### config.mk
export PLATFORM = sky130hd
export DESIGN_NAME = window_reduce
export DESIGN_NICKNAME = d
export VERILOG_FILES = /design/src/rtl/cnn_pkg.sv /design/src/rtl/column_reduce.sv /design/src/rtl/window_reduce.sv
export SDC_FILE = /design/constraint.sdc
export NUM_CORES = 1
export LEC_CHECK = 0
export CAP_MARGIN = 20
export CELL_PAD_IN_SITES_DETAIL_PLACEMENT = 2
export CELL_PAD_IN_SITES_GLOBAL_PLACEMENT = 2
export CORE_ASPECT_RATIO = 0.8
export CORE_UTILIZATION = 34
export CTS_CLUSTER_DIAMETER = 100
export DETAILED_ROUTE_END_ITERATION = 16
export HOLD_SLACK_MARGIN = 0.06
export PLACE_DENSITY = 0.82
export SLEW_MARGIN = 40
export SYNTH_ARGS = -nofsm -noshare
export SYNTH_HDL_FRONTEND = slang
export SYNTH_SLANG_ARGS = --single-unit
### constraint.sdc
create_clock -name clk -period 4.3 [get_ports clk]
set_clock_uncertainty 0.05 [all_clocks]
set_input_delay 0.86 -clock clk [delete_from_list [all_inputs] [get_ports clk]]
set_output_delay 0.86 -clock clk [all_outputs]
set_load 0.1 [all_outputs]
### src/rtl/cnn_pkg.sv
// Shared types for the CNN datapath blocks: pooling mode and window FSM state.
package cnn_pkg;

    typedef enum logic [1:0] {
        RED_SUM = 2'd0,
        RED_MAX = 2'd1,
        RED_AVG = 2'd2
    } reduce_mode_t;

    typedef enum logic {
        ACCUM = 1'b0,
        HOLD  = 1'b1
    } state_t;

endpackage

### src/rtl/column_reduce.sv
// Combinational reduction of one activation column into its exact sum and its maximum.
module column_reduce #(
    parameter int DATA_WIDTH = 16,
    parameter int MAT_HEIGHT = 2
) (
    input  logic [DATA_WIDTH-1:0]                    column [MAT_HEIGHT],
    output logic [DATA_WIDTH+$clog2(MAT_HEIGHT)-1:0] col_sum,
    output logic [DATA_WIDTH-1:0]                    col_max
);

    localparam int SUM_W = DATA_WIDTH + $clog2(MAT_HEIGHT);

    // Written as a chain; synthesis rebalances it into a tree.
    always_comb begin
        col_sum = '0;
        col_max = '0;
        for (int i = 0; i < MAT_HEIGHT; i++) begin
            col_sum = col_sum + SUM_W'(column[i]);
            if (column[i] > col_max) col_max = column[i];
        end
    end

endmodule

### src/rtl/window_reduce.sv
// Windowed sum/max/average over MAT_HEIGHT x WIN_COLS activations with valid/ready on both sides.
module window_reduce
    import cnn_pkg::*;
#(
    parameter int DATA_WIDTH = 16,
    parameter int MAT_HEIGHT = 2,
    parameter int WIN_COLS   = 2,
    parameter int OUT_WIDTH  = DATA_WIDTH + $clog2(MAT_HEIGHT * WIN_COLS)
) (
    input  logic                  clk,
    input  logic                  rst_n,
    input  logic                  clear,
    input  reduce_mode_t          mode,
    input  logic                  valid_in,
    output logic                  ready_in,
    input  logic [DATA_WIDTH-1:0] column [MAT_HEIGHT],
    output logic                  valid_out,
    input  logic                  ready_out,
    output logic [OUT_WIDTH-1:0]  result
);

    localparam int SUM_W = DATA_WIDTH + $clog2(MAT_HEIGHT);
    localparam int SHIFT = $clog2(MAT_HEIGHT * WIN_COLS);
    localparam int CNT_W = (WIN_COLS > 1) ? $clog2(WIN_COLS) : 1;
    localparam logic [CNT_W-1:0] LAST_COL = CNT_W'(WIN_COLS - 1);

    if (MAT_HEIGHT < 1 || WIN_COLS < 1) begin : g_bad_dims
        $error("window_reduce: MAT_HEIGHT and WIN_COLS must be at least 1");
    end
    if (((MAT_HEIGHT * WIN_COLS) & (MAT_HEIGHT * WIN_COLS - 1)) != 0) begin : g_bad_avg
        $error("window_reduce: window size must be a power of two for averaging");
    end
    if (OUT_WIDTH != DATA_WIDTH + $clog2(MAT_HEIGHT * WIN_COLS)) begin : g_bad_ow
        $error("window_reduce: OUT_WIDTH is derived and must not be overridden");
    end

    logic [SUM_W-1:0]      col_sum;
    logic [DATA_WIDTH-1:0] col_max;

    column_reduce #(
        .DATA_WIDTH (DATA_WIDTH),
        .MAT_HEIGHT (MAT_HEIGHT)
    ) u_col (
        .column  (column),
        .col_sum (col_sum),
        .col_max (col_max)
    );

    state_t                state_q, state_d;
    logic [CNT_W-1:0]      col_cnt_q, col_cnt_d;
    logic [OUT_WIDTH-1:0]  acc_q, acc_d;
    reduce_mode_t          mode_q, mode_d;
    logic [OUT_WIDTH-1:0]  result_q, result_d;
    logic                  valid_out_q, valid_out_d;

    logic                  accept, first, last;
    reduce_mode_t          eff_mode;
    logic [OUT_WIDTH-1:0]  new_acc, final_val;

    always_ff @(posedge clk or negedge rst_n) begin
        if (!rst_n) begin
            state_q     <= ACCUM;
            col_cnt_q   <= '0;
            acc_q       <= '0;
            mode_q      <= RED_SUM;
            result_q    <= '0;
            valid_out_q <= 1'b0;
        end else begin
            state_q     <= state_d;
            col_cnt_q   <= col_cnt_d;
            acc_q       <= acc_d;
            mode_q      <= mode_d;
            result_q    <= result_d;
            valid_out_q <= valid_out_d;
        end
    end

    always_comb begin
        accept   = valid_in && ready_in;
        first    = (col_cnt_q == '0);
        last     = (col_cnt_q == LAST_COL);
        // The first column of a window obeys the live mode, later ones the latched mode.
        eff_mode = first ? mode : mode_q;
        if (eff_mode == RED_MAX) begin
            if (first || (OUT_WIDTH'(col_max) > acc_q)) new_acc = OUT_WIDTH'(col_max);
            else                                        new_acc = acc_q;
        end else begin
            new_acc = (first ? '0 : acc_q) + OUT_WIDTH'(col_sum);
        end
        final_val = (eff_mode == RED_AVG) ? (new_acc >> SHIFT) : new_acc;

        state_d     = state_q;
        col_cnt_d   = col_cnt_q;
        acc_d       = acc_q;
        mode_d      = mode_q;
        result_d    = result_q;
        valid_out_d = valid_out_q;

        if (clear) begin
            state_d     = ACCUM;
            col_cnt_d   = '0;
            acc_d       = '0;
            valid_out_d = 1'b0;
        end else begin
            if (state_q == HOLD && ready_out) begin
                state_d     = ACCUM;
                valid_out_d = 1'b0;
            end
            if (accept) begin
                acc_d = new_acc;
                if (first) mode_d = mode;
                if (last) begin
                    result_d    = final_val;
                    valid_out_d = 1'b1;
                    state_d     = HOLD;
                    col_cnt_d   = '0;
                end else begin
                    col_cnt_d = col_cnt_q + 1'b1;
                end
            end
        end
    end

    always_comb begin
        ready_in  = (state_q == ACCUM) || ready_out;
        valid_out = valid_out_q;
        result    = result_q;
    end

endmodule
==> metrics, run 1 <==
Via density=6.28; Final min period=5.28 ns; die width=127 um; All-Layer GR Usage=35.4%; routed vias=4916; vias in the first global route=5431; Max Fclk=0.189 GHz; Post-Synthesis Cells=483; H-tree depth=2; Slew Limit Headroom=57.0%; FF-to-FF Start=col_cnt_q; Area contributors post-synth=dfrtp_1 (24%), ha_1 (14%), fa_1 (8.0%); Hold EP=result[17]; CTS Buf Count=5; clock power share=15.8%; Multi-input gate area=0.00366 mm^2; Combinational Power Share=65.0%; RSZ-0062 raised after global routing=true; first-pass GRT wire length=33600 um; PnR Total Power=3.18 mW; switching pwr=1.71 mW; pins over their slew limit=0; sequential area share after synthesis=24.3%; GRT overflow=0; CP Capture Type=register; Placement Cell Area=0.00564 mm^2; Final ANT Viol Nets=0; R2R Setup Slk=-0.02 ns; Worst R2R Path Depth=12; core area=0.0122 mm^2; initial antenna violation count=1; Sink Count=41; Finished Cell Area=0.00649 mm^2; cell area after synthesis=0.00423 mm^2; diodes inserted=0; fin nets=734; top_reg_cell synth=dfrtp_1; RR Endpoint=acc_q[16]; clk_lat worst skew=0.29 ns; area delta synth->final=53.6%; Max Cap Viol=0; initial DRC count=333; Synth top area share=24.3%; cts hold-fix bufs=0; drt first pass iters=4; sw frac=53.9%; Final Wtd Congestion=0.844; Worst setup SP type=input port; sequential power share=19.2%; Max FO, Critical Path=6; share of cells above drive strength 1=44.2%; Hold Path Origin=result[17]; Ports=59; Register Area=0.00103 mm^2; CTS Root Buffer Type=clkbuf_16; worst slack at placement=-1.89 ns; Pwr Density=489 mW/mm^2; I/O Buffers=58; DRC viols=0; dpl hpwl=14600 um; number of enable flip-flop cells after synthesis=0; Reg clk slew, reported paths=0.07 ns; hold slack final=0.455 ns; synth unique cells=58; Wirelength per Cell=31.8 um; initial core utilization=34.8%; Final Cycle Share=123%; CTS tree=built; critical path arrival=5.41 ns; Yosys top cell by area=dfrtp_1; WHS Path Cells=2; failing checks=setup timing; pin count of the biggest net entering global routing=42; die height=102 um; final worst setup slack=-0.983 ns; Yosys warnings=0; Worst Tran Pin Value=0.644 ns; clk buf depth=2; Util after Layout=53.4%; WP data required=4.43 ns; internal power=1.46 mW; Peak VDD IR=0.397 mV; LEAKAGE=2.87 nW; number of setup violations in the final report=34; #FFs+latches synth=41; Hold WC Path Type=reg2reg; Post-Syn Nets=587; FILL cells=1240; Setup CP Type=in2reg; Synth Area per Inst=8.75 um^2; Post-synth ARST share=100%; final WL=24900 um; std cell rows=36; final hold vios=0; die area=0.0129 mm^2; status=finished, violations left
how the worst max path moves through the flow:
stage | from | to | slack, ns | depth (start not counted)
2_1_floorplan | column[17] | result[8] | -0.67 | 18
3_3_place_gp | column[17] | result[8] | -1.33 | 20
3_5_place_dp | column[31] | result[2] | -1.89 | 21
4_1_cts | column[17] | result[11] | -0.68 | 20
5_1_grt | column[17] | result[1] | -1.02 | 23
6_report | column[17] | result[1] | -0.98 | 23
through the flow:
stage | std cells | TNS (ns)
6_report | 783 | -24.95
3_3_place_gp | 755 | -38.24
5_1_grt | 783 | -27.17
3_5_place_dp | 755 | -56.30
4_1_cts | 774 | -18.23
2_1_floorplan | 483 | -12.35
synth_stat cells (all sizes together) (5+ instances only):
master,instances
o21a,5
ha,48
mux2,23
dfrtp,41
nand2,47
fa,17
a21oi,37
nand4,9
mux2i,5
a211oi,13
nor2,31
a31oi,11
nor2b,5
nand3,9
buf,5
o32ai,6
o21ai,24
and2,19
xnor2,8
clkbuf,12
inv,44
layout make-up:
class                      instances  area share (%)
tap                              152            2.93
clock inverter                     3            1.00
inverter                          44            2.70
multi-input combinational        381            56.4
timing repair buffer             157            19.2
sequential                        41            15.8
clock buffer                       5            1.93
per-layer routing:
metal	up-vias	global-route usage [%]	routed length, um
li1	2036	-	-
met1	2560	43.2	10200
met2	222	63.4	12000
met3	96	5.39	1490
met4	2	13.8	1170
met5	-	0	13
logic make-up (layout without fill, tap and decap cells):
group           count (synthesis)  in the layout  synth area share, %
mux                            28             28                 7.40
compound gates                136            136                 21.4
fa+ha+maj                      65             65                 22.3
simple gates                  140            140                 16.3
xor+xnor                       12             12                 2.49
buf+inv                        61            209                 5.83
flops                          41             41                 24.3
layout by cell type (no fill, tap or decap), types with 4 or more instances in the layout:
cell / instances
a21oi_1: 23
buf_6: 17
o21ai_2: 5
a31oi_1: 10
fa_1: 17
a211oi_2: 5
nand2_1: 46
and2_1: 19
nor2_1: 26
xor2_1: 4
nand2b_1: 4
clkdlybuf4s50_1: 5
o21ai_1: 12
ha_4: 23
mux2_2: 9
o21ai_0: 6
ha_1: 25
a21oi_4: 11
nor2b_1: 4
nand3_1: 9
nand4_1: 9
buf_2: 37
dfrtp_1: 41
xnor2_1: 8
o21a_1: 4
mux2_4: 14
buf_4: 89
o32ai_1: 5
a21o_1: 4
inv_2: 12
a211oi_1: 7
clkbuf_16: 5
inv_1: 30
repair_timing:
item | 4_1_cts | 5_1_grt
gates resized for setup | 205 | 48
setup buffers | 10 | 9
gates cloned | 1 | 0
pin swaps | 32 | 28
endpoints found under the setup margin | 32 | 32
worst max-delay path, stage by stage:
cell and delay (ns):
buf_8 0.09, inv_8 0.03, ha_4 0.26, nor2b_4 0.14, o211ai_1 0.10, a2111o_1 0.42
a31oi_4 0.22, buf_12 0.16, buf_12 0.10, mux2_4 0.33, ha_4 0.29, buf_4 0.10
buf_4 0.10, nand3_1 0.14, o221ai_2 0.32, a21oi_2 0.13, o41ai_4 0.33, buf_4 0.25
nor2_4 0.06, buf_4 0.14, a21oi_1 0.31, a21oi_1 0.20, a211oi_1 0.32
power groups by stage:
stage | clock network [mW] | registers [mW] | logic [mW]
floorplan | 0 | 1.11 | 0.612
global placement | 0 | 0.585 | 1.66
detailed placement | 0 | 0.591 | 1.69
CTS | 0.496 | 0.592 | 1.82
global route | 0.516 | 0.613 | 2.12
finish | 0.503 | 0.609 | 2.06
state kept, by name, indices dropped and copies added, names as in the netlist:
signal,flops
acc_q,18
result,18
mode_q,2
col_cnt_q,1
state_q,1
valid_out,1
Power figures use the tool's default switching activity.
==> run 2: changes to the inputs <==
CTS_CLUSTER_SIZE = 14   (was default)
==> results of run 2 <==
Final layout, timing and power as in run 1 (identical DEF).
==> run 3: changes to the inputs <==
TNS_END_PERCENT = 5   (was default)
==> run 3 against run 2 <==
Against the previous run: the flow still finishes with violations (setup timing); sequential power about the same; sequential cell count unchanged; via count increased by 1.9%; total power decreased by 2.9%; critical endpoint is now result[13].
==> metrics, run 3 (synthesis results as in run 1) <==
status=finished, violations left; failing checks=setup timing; WHS Path Cells=2 (unchanged); WP data required=4.40 ns (-0.03 ns); CP dominant cell by count=buf_6; dpl hpwl=14200 um (-3.2%); clk_lat worst skew=0.30 ns (about the same); M1 wire length=10700 um (+4.4%); Ports=59 (unchanged); final hold vios=0 (unchanged); Max FO, Critical Path=6 (unchanged); final WL=26300 um (+5.9%); fin nets=749 (+2.0%); LEAKAGE=2.96 nW (+3.0%); CTS Buf Count=5 (unchanged); Max stage delay on crit path=0.41 ns (about the same); Setup CP Type=in2reg; most common cell after layout, fill and taps aside=buf_4; Wirelength per Cell=33.0 um (+3.9%); commonest non-fill, non-tap cells in the layout=buf_4 (103), nand2_1 (46), dfrtp_1 (41); initial core utilization=34.8% (unchanged); Sink Count=41 (unchanged); core area=0.0122 mm^2 (unchanged); Final ANT Viol Nets=0 (unchanged); Pwr Density=467 mW/mm^2 (-4.5%); CP Capture Type=register; initial DRC count=331 (-0.60%); Via density=6.28 (about the same); die width=127 um (unchanged); R2R Setup Slk=-0.04 ns (-0.02 ns); fin cells=798 (+1.9%); std cell rows=36 (unchanged); die height=102 um (unchanged); die area=0.0129 mm^2 (unchanged); pin count of the biggest net entering global routing=42 (unchanged); DR WL met3=1610 um (+8.2%); Crit path max-delay family=compound AO/OA/AOI/OAI gates; Max Cap Viol=0 (unchanged); RSZ-0062 raised after global routing=true; Final Wtd Congestion=0.825 (-2.3%); PnR Total Power=3.08 mW (-2.9%); CP max-delay cell=o32ai_2; Crit path depth=22 (-4.3%); Worst R2R Path Depth=13 (+1); Crit path buffers/inverters=7 (-1); pins over their slew limit=0 (unchanged); Worst setup SP type=input port; met2 wire length=12500 um (+4.2%); critical path arrival=5.43 ns (+0.02 ns); Hold WC Path Type=reg2reg; hold slack final=0.451 ns (-0.00417 ns); initial antenna violation count=0 (-1); DRC viols=0 (unchanged); diodes inserted=0 (unchanged); Peak VDD IR=0.376 mV (-5.1%); I/O Buffers=58 (unchanged); max layer used=met4; GRT overflow=0 (unchanged); Final min period=5.33 ns (+0.0476 ns); placed insts=763 (+1.1%); clk buf depth=2 (unchanged); H-tree depth=2 (unchanged); final worst setup slack=-1.03 ns (-0.0476 ns); All-Layer GR Usage=36.7% (+1.4 points); area delta synth->final=56.1%; Reg clk slew, reported paths=0.07 ns (about the same); Finished Cell Area=0.00660 mm^2 (+1.7%); first-pass GRT wire length=34400 um (+2.5%); number of setup violations in the final report=32 (-5.9%); cts hold-fix bufs=0 (unchanged); CTS tree=built; critical-path cell list=buf_6, inv_2, ha_4, nand4_1, nor2_1, a2bb2oi_2, a31oi_4, buf_6, buf_12, mux2_2, ha_1, nand4_1, buf_4, a211oi_4, a2111oi_4, nor3_2, buf_4, nor2_4, buf_6, o21a_1, o32ai_2, a21oi_2; routed vias=5011 (+1.9%); drt first pass iters=5 (+1); Final Cycle Share=124% (+1.1 points); Slew Limit Headroom=59.1% (+2.1 points); Placement Cell Area=0.00552 mm^2 (-2.0%); Worst Tran Pin Value=0.613 ns (-0.0313 ns); vias in the first global route=5425 (-0.11%); CTS Root Buffer Type=clkbuf_16; share of cells above drive strength 1=46.0% (+1.8 points); Max Fclk=0.188 GHz (-0.89%)
[run 3: final timing paths]
kind / startpoint / to
worst min-delay path: result[17] / result[17]
max in group asynchronous: rst_n / acc_q[13]
worst max-delay path: column[24] / result[13]
worst max register to register: col_cnt_q / result[13]
min in group asynchronous: rst_n / acc_q[10]
worst min register to register: result[17] / result[17]
[run 3: final cells by class]
type                    count  area [um^2]
clock buffers               6          129
clock inverters             2         10.0
fillers                  1235         5560
inverters                  44          178
multi-input cells         381         3670
flip-flops and latches     41         1030
well taps                 152          190
repair buffers            172         1400
[run 3: what timing repair did]
item / in CTS / in global routing
pin swaps: 44 / 41
setup buffers: 19 / 13
gates resized for setup: 227 / 90
setup endpoints to repair: 32 / 32
cloned: 0 / 0
[run 3: power by group]
part | total [mW] | internal [mW] | switching [mW]
clock network | 0.386 | 0.214 | 0.172
logic | 2.09 | 0.659 | 1.43
registers | 0.608 | 0.490 | 0.118
total | 3.08 | 1.36 | 1.72
[run 3: per-stage QoR]
stage                     worst slack [ns]  utilization [%]  TNS [ns]
after floorplan                     -0.719                -    -15.06
after global placement               -1.25             46.2    -34.16
after detailed placement             -1.63             45.4    -47.03
after CTS                           -0.625             51.1    -16.10
after global routing                 -1.11             54.3    -28.45
final                                -1.03             54.3    -26.08
[run 3: worst reg2reg max path: cells and delay by family (launching register included)]
kind	cells	cell delay [ns]
xor gates and xnor gates	1	0.35
buffers and inverters	1	0.18
AOI/OAI and AO/OA	6	1.44
DFF	1	0.59
and+or+nand+nor	2	0.43
adders and majority gates	3	1.17
[run 3: per-layer routing]
layer / GRT usage, % / vias to the layer above
met5: 0 / -
met4: 19.0 / 0
met3: 5.23 / 102
met2: 64.7 / 284
met1: 44.4 / 2560
li1: - / 2065
==> edit 1: new RTL, flow settings as in run 1 <==
`WIN_COLS`: 2 -> 4.
--- a/src/rtl/window_reduce.sv
+++ b/src/rtl/window_reduce.sv
@@ -4,7 +4,7 @@
 #(
     parameter int DATA_WIDTH = 16,
     parameter int MAT_HEIGHT = 2,
-    parameter int WIN_COLS   = 2,
+    parameter int WIN_COLS   = 4,
     parameter int OUT_WIDTH  = DATA_WIDTH + $clog2(MAT_HEIGHT * WIN_COLS)
 ) (
     input  logic                  clk,
Interface: changed (resized result); port bits go from 59 to 60. The function was not compared with the original's and may differ.
==> edit 1 against run 1 <==
The run now fails in global routing. Area after synthesis increased by 3.9%.
==> edit 1: results (changes against run 1) <==
failing_step: "global routing"
dp_hpwl_mm: 16.1  # was 14.6 mm
yosysWarnings: 0  # unchanged
place_congestion: 0.810  # was 0.844
dp_slack_ns: -1.66  # was -1.89 ns
synth-async-reset-ratio_pct: 100  # unchanged
syn-num-nets: 637  # was 587
post_dp_cell_area_um2: 5900  # was 5640 um^2
clockRootBuffer: "clkbuf_16"  # unchanged
grt_worst_setup_endpoint: "result[12]$_DFFE_PN0P_/D"
firstError: "[ERROR DPL-0033] detailed placement checks failed during check placement."
synth_cell_types: 59  # was 58
cts.htree.levels: 2  # unchanged
netlist_top_cells_area: "dfrtp_1 25%, ha_1 14%, fa_1 7.7%, o21ai_0 4.8%, nand2_1 4.7%"  # was dfrtp_1 24%, ha_1 14%, fa_1 8.0%, mux2_2 5.3%, a21oi_1 4.4%
clockBufferDepth: 2  # unchanged
avgSynthCellArea_um2: 8.27  # was 8.75 um^2
synthFlopType: "dfrtp_1"  # unchanged
netlist_top_cells_count: "55 x nand2_1, 50 x ha_1, 49 x nor2_1, 44 x dfrtp_1, 42 x o21ai_0"  # was 48 x ha_1, 47 x nand2_1, 44 x inv_1, 41 x dfrtp_1, 37 x a21oi_1
synth_seq_area_share_pct: 25.1  # was 24.3%
dp.cells: 847  # was 755
status: "aborted with a tool error"  # was complete, but fails checks
ys_ff_latch: 44  # was 41
cts_buffers: 5  # unchanged
worst_path_end_type: "register data pin"
numPortBuffers: 59  # was 58
==> edit 1: cell types whose count changed after synthesis, moves of 9 or more <==
cell | before | now
mux2_2 | 20 | 6
o21ai_0 | 24 | 42
o22ai_1 | 3 | 13
nor2_1 | 31 | 49
inv_1 | 44 | 35
and2_1 | 19 | 2
==> edit 1: timing repair <==
| action | 4_1_cts |
|---|---|
| buffers inserted | 20 |
| gates resized for setup | 218 |
| hold endpoints to repair | 0 |
| pin swaps | 56 |
| hold buffers | 0 |
| setup endpoints to repair | 34 |
==> edit 1: stage by stage <==
| stage | setup TNS (ns) | hold WS (ns) | utilization [%] |
|---|---|---|---|
| floorplan | -1.97 | 0.412 | - |
| global placement | -37.66 | 0.420 | 48.4 |
| detailed placement | -46.92 | 0.438 | 47.6 |
| CTS | -5.27 | 0.454 | 53.3 |
==> edit 1: logic make-up after synthesis <==
kind of cell               after synthesis  synth area share [%]
AOI/OAI and AO/OA                      174                  25.7
and+or+nand+nor                        166                  17.3
adders and majority gates               67                  22.0
buffers and inverters                   59                  5.33
DFF                                     44                  25.1
xor gates and xnor gates                13                  2.59
muxes                                    8                  1.99
==> edit 2: new RTL, config.mk and constraints of run 1 <==
Made on the original files. Add an input register stage for `mode`; this delays it by one clock. The other inputs are not delayed to match.
--- a/src/rtl/window_reduce.sv
+++ b/src/rtl/window_reduce.sv
@@ -23,6 +23,12 @@
     localparam int SHIFT = $clog2(MAT_HEIGHT * WIN_COLS);
     localparam int CNT_W = (WIN_COLS > 1) ? $clog2(WIN_COLS) : 1;
     localparam logic [CNT_W-1:0] LAST_COL = CNT_W'(WIN_COLS - 1);
+
+    reduce_mode_t mode_r;
+
+    always_ff @(posedge clk) begin
+        mode_r <= mode;
+    end
 
     if (MAT_HEIGHT < 1 || WIN_COLS < 1) begin : g_bad_dims
         $error("window_reduce: MAT_HEIGHT and WIN_COLS must be at least 1");
@@ -80,7 +86,7 @@
         first    = (col_cnt_q == '0);
         last     = (col_cnt_q == LAST_COL);
         // The first column of a window obeys the live mode, later ones the latched mode.
-        eff_mode = first ? mode : mode_q;
+        eff_mode = first ? mode_r : mode_q;
         if (eff_mode == RED_MAX) begin
             if (first || (OUT_WIDTH'(col_max) > acc_q)) new_acc = OUT_WIDTH'(col_max);
             else                                        new_acc = acc_q;
@@ -108,7 +114,7 @@
             end
             if (accept) begin
                 acc_d = new_acc;
-                if (first) mode_d = mode;
+                if (first) mode_d = mode_r;
                 if (last) begin
                     result_d    = final_val;
                     valid_out_d = 1'b1;
Behaviour: not the same (a bounded check fails within 4 cycles, from zero or initial values and one cycle with rst_n low).
==> edit 2 against run 1 <==
The flow still finishes with violations (negative setup slack). Worst setup slack better by 0.29 ns. Sequential cell count up 2. Register-to-register slack worse by 0.17 ns. Area after synthesis up 3.4%. Critical path type unchanged. Design area up 4.6%. Routed wire length up 16%. Utilization up 1.6 points. Count of clock-buffer cells in the layout up 3. First-iteration DRC count up 24%. Total power down 0.86%.
==> edit 2: results (changes against run 1) <==
yosysWarnings: 0  # unchanged
drt-pass1-iter-count: 5  # was 4
synth.mux.area_fraction_pct: 4.78  # was 7.40%
antenna_found_initial: 0  # was 1
clockBufferDepth: 2  # unchanged
netlist_top_cells_count: "49 x inv_1, 48 x ha_1, 48 x nor2_1, 41 x dfrtp_1"  # was 48 x ha_1, 47 x nand2_1, 44 x inv_1, 41 x dfrtp_1, 37 x a21oi_1
hp-class: "reg -> reg"  # unchanged
netlist_top_cells_area: "dfrtp_1 23%, ha_1 14%, fa_1 7.8%, inv_1 4.2%, nor2_1 4.1%"  # was dfrtp_1 24%, ha_1 14%, fa_1 8.0%, mux2_2 5.3%, a21oi_1 4.4%
routed_wl_mm: 28.8  # was 24.9 mm
min_period_over_period_pct: 116  # was 123%
diodes: 0  # unchanged
yosys.area_share.adder_pct: 21.5  # was 22.3%
final_antenna_net_count: 0  # unchanged
cts_buffers: 5  # unchanged
setup_violations: 32  # was 34
place_congestion: 0.799  # was 0.844
synth-compound-area-share_pct: 26.2  # was 21.4%
synth_cell_types: 71  # was 58
worstReg2RegStart: "col_cnt_q"  # unchanged
slowest_stage: "a2111o_1"  # unchanged
synth_seq_area_share_pct: 24.4  # was 24.3%
path_max_fanout: 7  # was 6
clockRootBuffer: "clkbuf_16"  # unchanged
clock_latency_ns: 0.30
dp_hpwl_mm: 15.4  # was 14.6 mm
slew_headroom_pct: 45.4  # was 57.0%
violations: "negative setup slack"  # unchanged
arrival_ns: 5.12  # was 5.41 ns
grt_first_pass_wirelength_mm: 37.7  # was 33.6 mm
grtUsageTotal_pct: 39.7  # was 35.4%
crit_path_max_incr_delay_ns: 0.49  # was 0.42 ns
avgViaCountPerCell: 6.49  # was 6.28
syn-num-nets: 607  # was 587
grt_max_degree: 42  # unchanged
power_switching_mw: 1.74  # was 1.71 mW
first_iter_violations: 412  # was 333
synth-async-reset-ratio_pct: 95.3  # was 100%
synth_xor_area_share_pct: 2.00  # was 2.49%
layout-drive-gt1-share_pct: 43.1  # was 44.2%
crit_family: "compound AO/OA/AOI/OAI gates"  # unchanged
numPortBuffers: 58  # unchanged
cts.htree.levels: 2  # unchanged
crit_start: "column[20]"  # was column[17]
finalNetCount: 767  # was 734
worst_slack_ns: -0.691  # was -0.983 ns
cts.clk_slew.worst_paths_ns: 0.06
p_leak_nw: 2.95  # was 2.87 nW
n_fill_cell: 1264  # was 1240
grt_pass1_vias: 5859  # was 5431
status: "complete, but fails checks"  # unchanged
dp_slack_ns: -1.42  # was -1.89 ns
hp-start: "result[17]"  # unchanged
ir_worst_vdd_v: 0.000330  # was 0.000397 V
==> edit 2: cell count changes after synthesis, moves of 9 or more <==
cell,change
a21oi_1,-9
nor2_1,+17
mux2_2,-15
and2_1,-14
o21ai_1,+9
a21o_1,+10
nand2_1,-16
==> edit 2: what timing repair did <==
action | in CTS | in global routing
buffers inserted | 22 | 9
endpoints found under the setup margin | 32 | 34
pin swaps | 37 | 8
hold buffers | 0 | 0
gates resized for setup | 235 | 21
gates cloned | 2 | 1
==> edit 2: worst paths after layout <==
kind / end / slack, ns / cells after the start
setup / recovery: result[13] / -0.69 / 20
min in group asynchronous: acc_q[12] / 0.50 / 1
setup reg to reg: acc_q[14] / -0.19 / 13
hold reg to reg: result[17] / 0.49 / 2
max in group asynchronous: result[5] / 3.27 / 1
hold / removal: result[17] / 0.49 / 2
==> edit 2: kinds of logic after synthesis <==
logic type,after synthesis
DFF,43
buffers and inverters,70
AOI/OAI and AO/OA,165
muxes,20
xor gates and xnor gates,10
adders and majority gates,65
and+or+nand+nor,130
==> edit 2: tightest hold or removal path: stages (launching register included) <==
cell	delay, ns
dfrtp_1	0.37
nand2_1	0.07
o21ai_0	0.06
==> edit 2: cell type report <==
type / count / share of cell area [%]
Tap cell: 171 / 3.15
Timing Repair Buffer: 173 / 21.2
Multi-Input combinational cell: 390 / 54.9
Sequential cell: 43 / 15.7
Clock buffer: 8 / 2.01
Inverter: 50 / 3.00
==> edit 2: power groups by stage <==
stage	clock network [mW]	logic [mW]	registers, mW
after floorplan	0	0.616	1.08
after global placement	0	1.63	0.586
after detailed placement	0	1.66	0.592
after CTS	0.372	1.86	0.589
after global routing	0.411	2.18	0.617
final	0.398	2.13	0.617
==> edit 2: metal layers <==
layer,GRT usage [%],part of all wire (%),vias up
li1,-,-,2167
met1,44.4,38,2728
met2,71.6,48,370
met3,7.97,6.9,155
met4,22.6,7.0,0
met5,0,0,-
==> edit 2: per-stage QoR <==
| stage | TNS, ns | std cells | instance area (um^2) | hold slack, ns | utilization, % |
|---|---|---|---|---|---|
| floorplan | -2.26 | 503 | 4440 | 0.400 | - |
| global placement | -28.25 | 794 | 5770 | 0.415 | 46.8 |
| detailed placement | -41.41 | 794 | 5680 | 0.430 | 46.0 |
| CTS | -9.53 | 825 | 6560 | 0.447 | 53.2 |
| global route | -21.54 | 835 | 6790 | 0.515 | 55.0 |
| finish | -19.19 | 835 | 6790 | 0.489 | 55.0 |
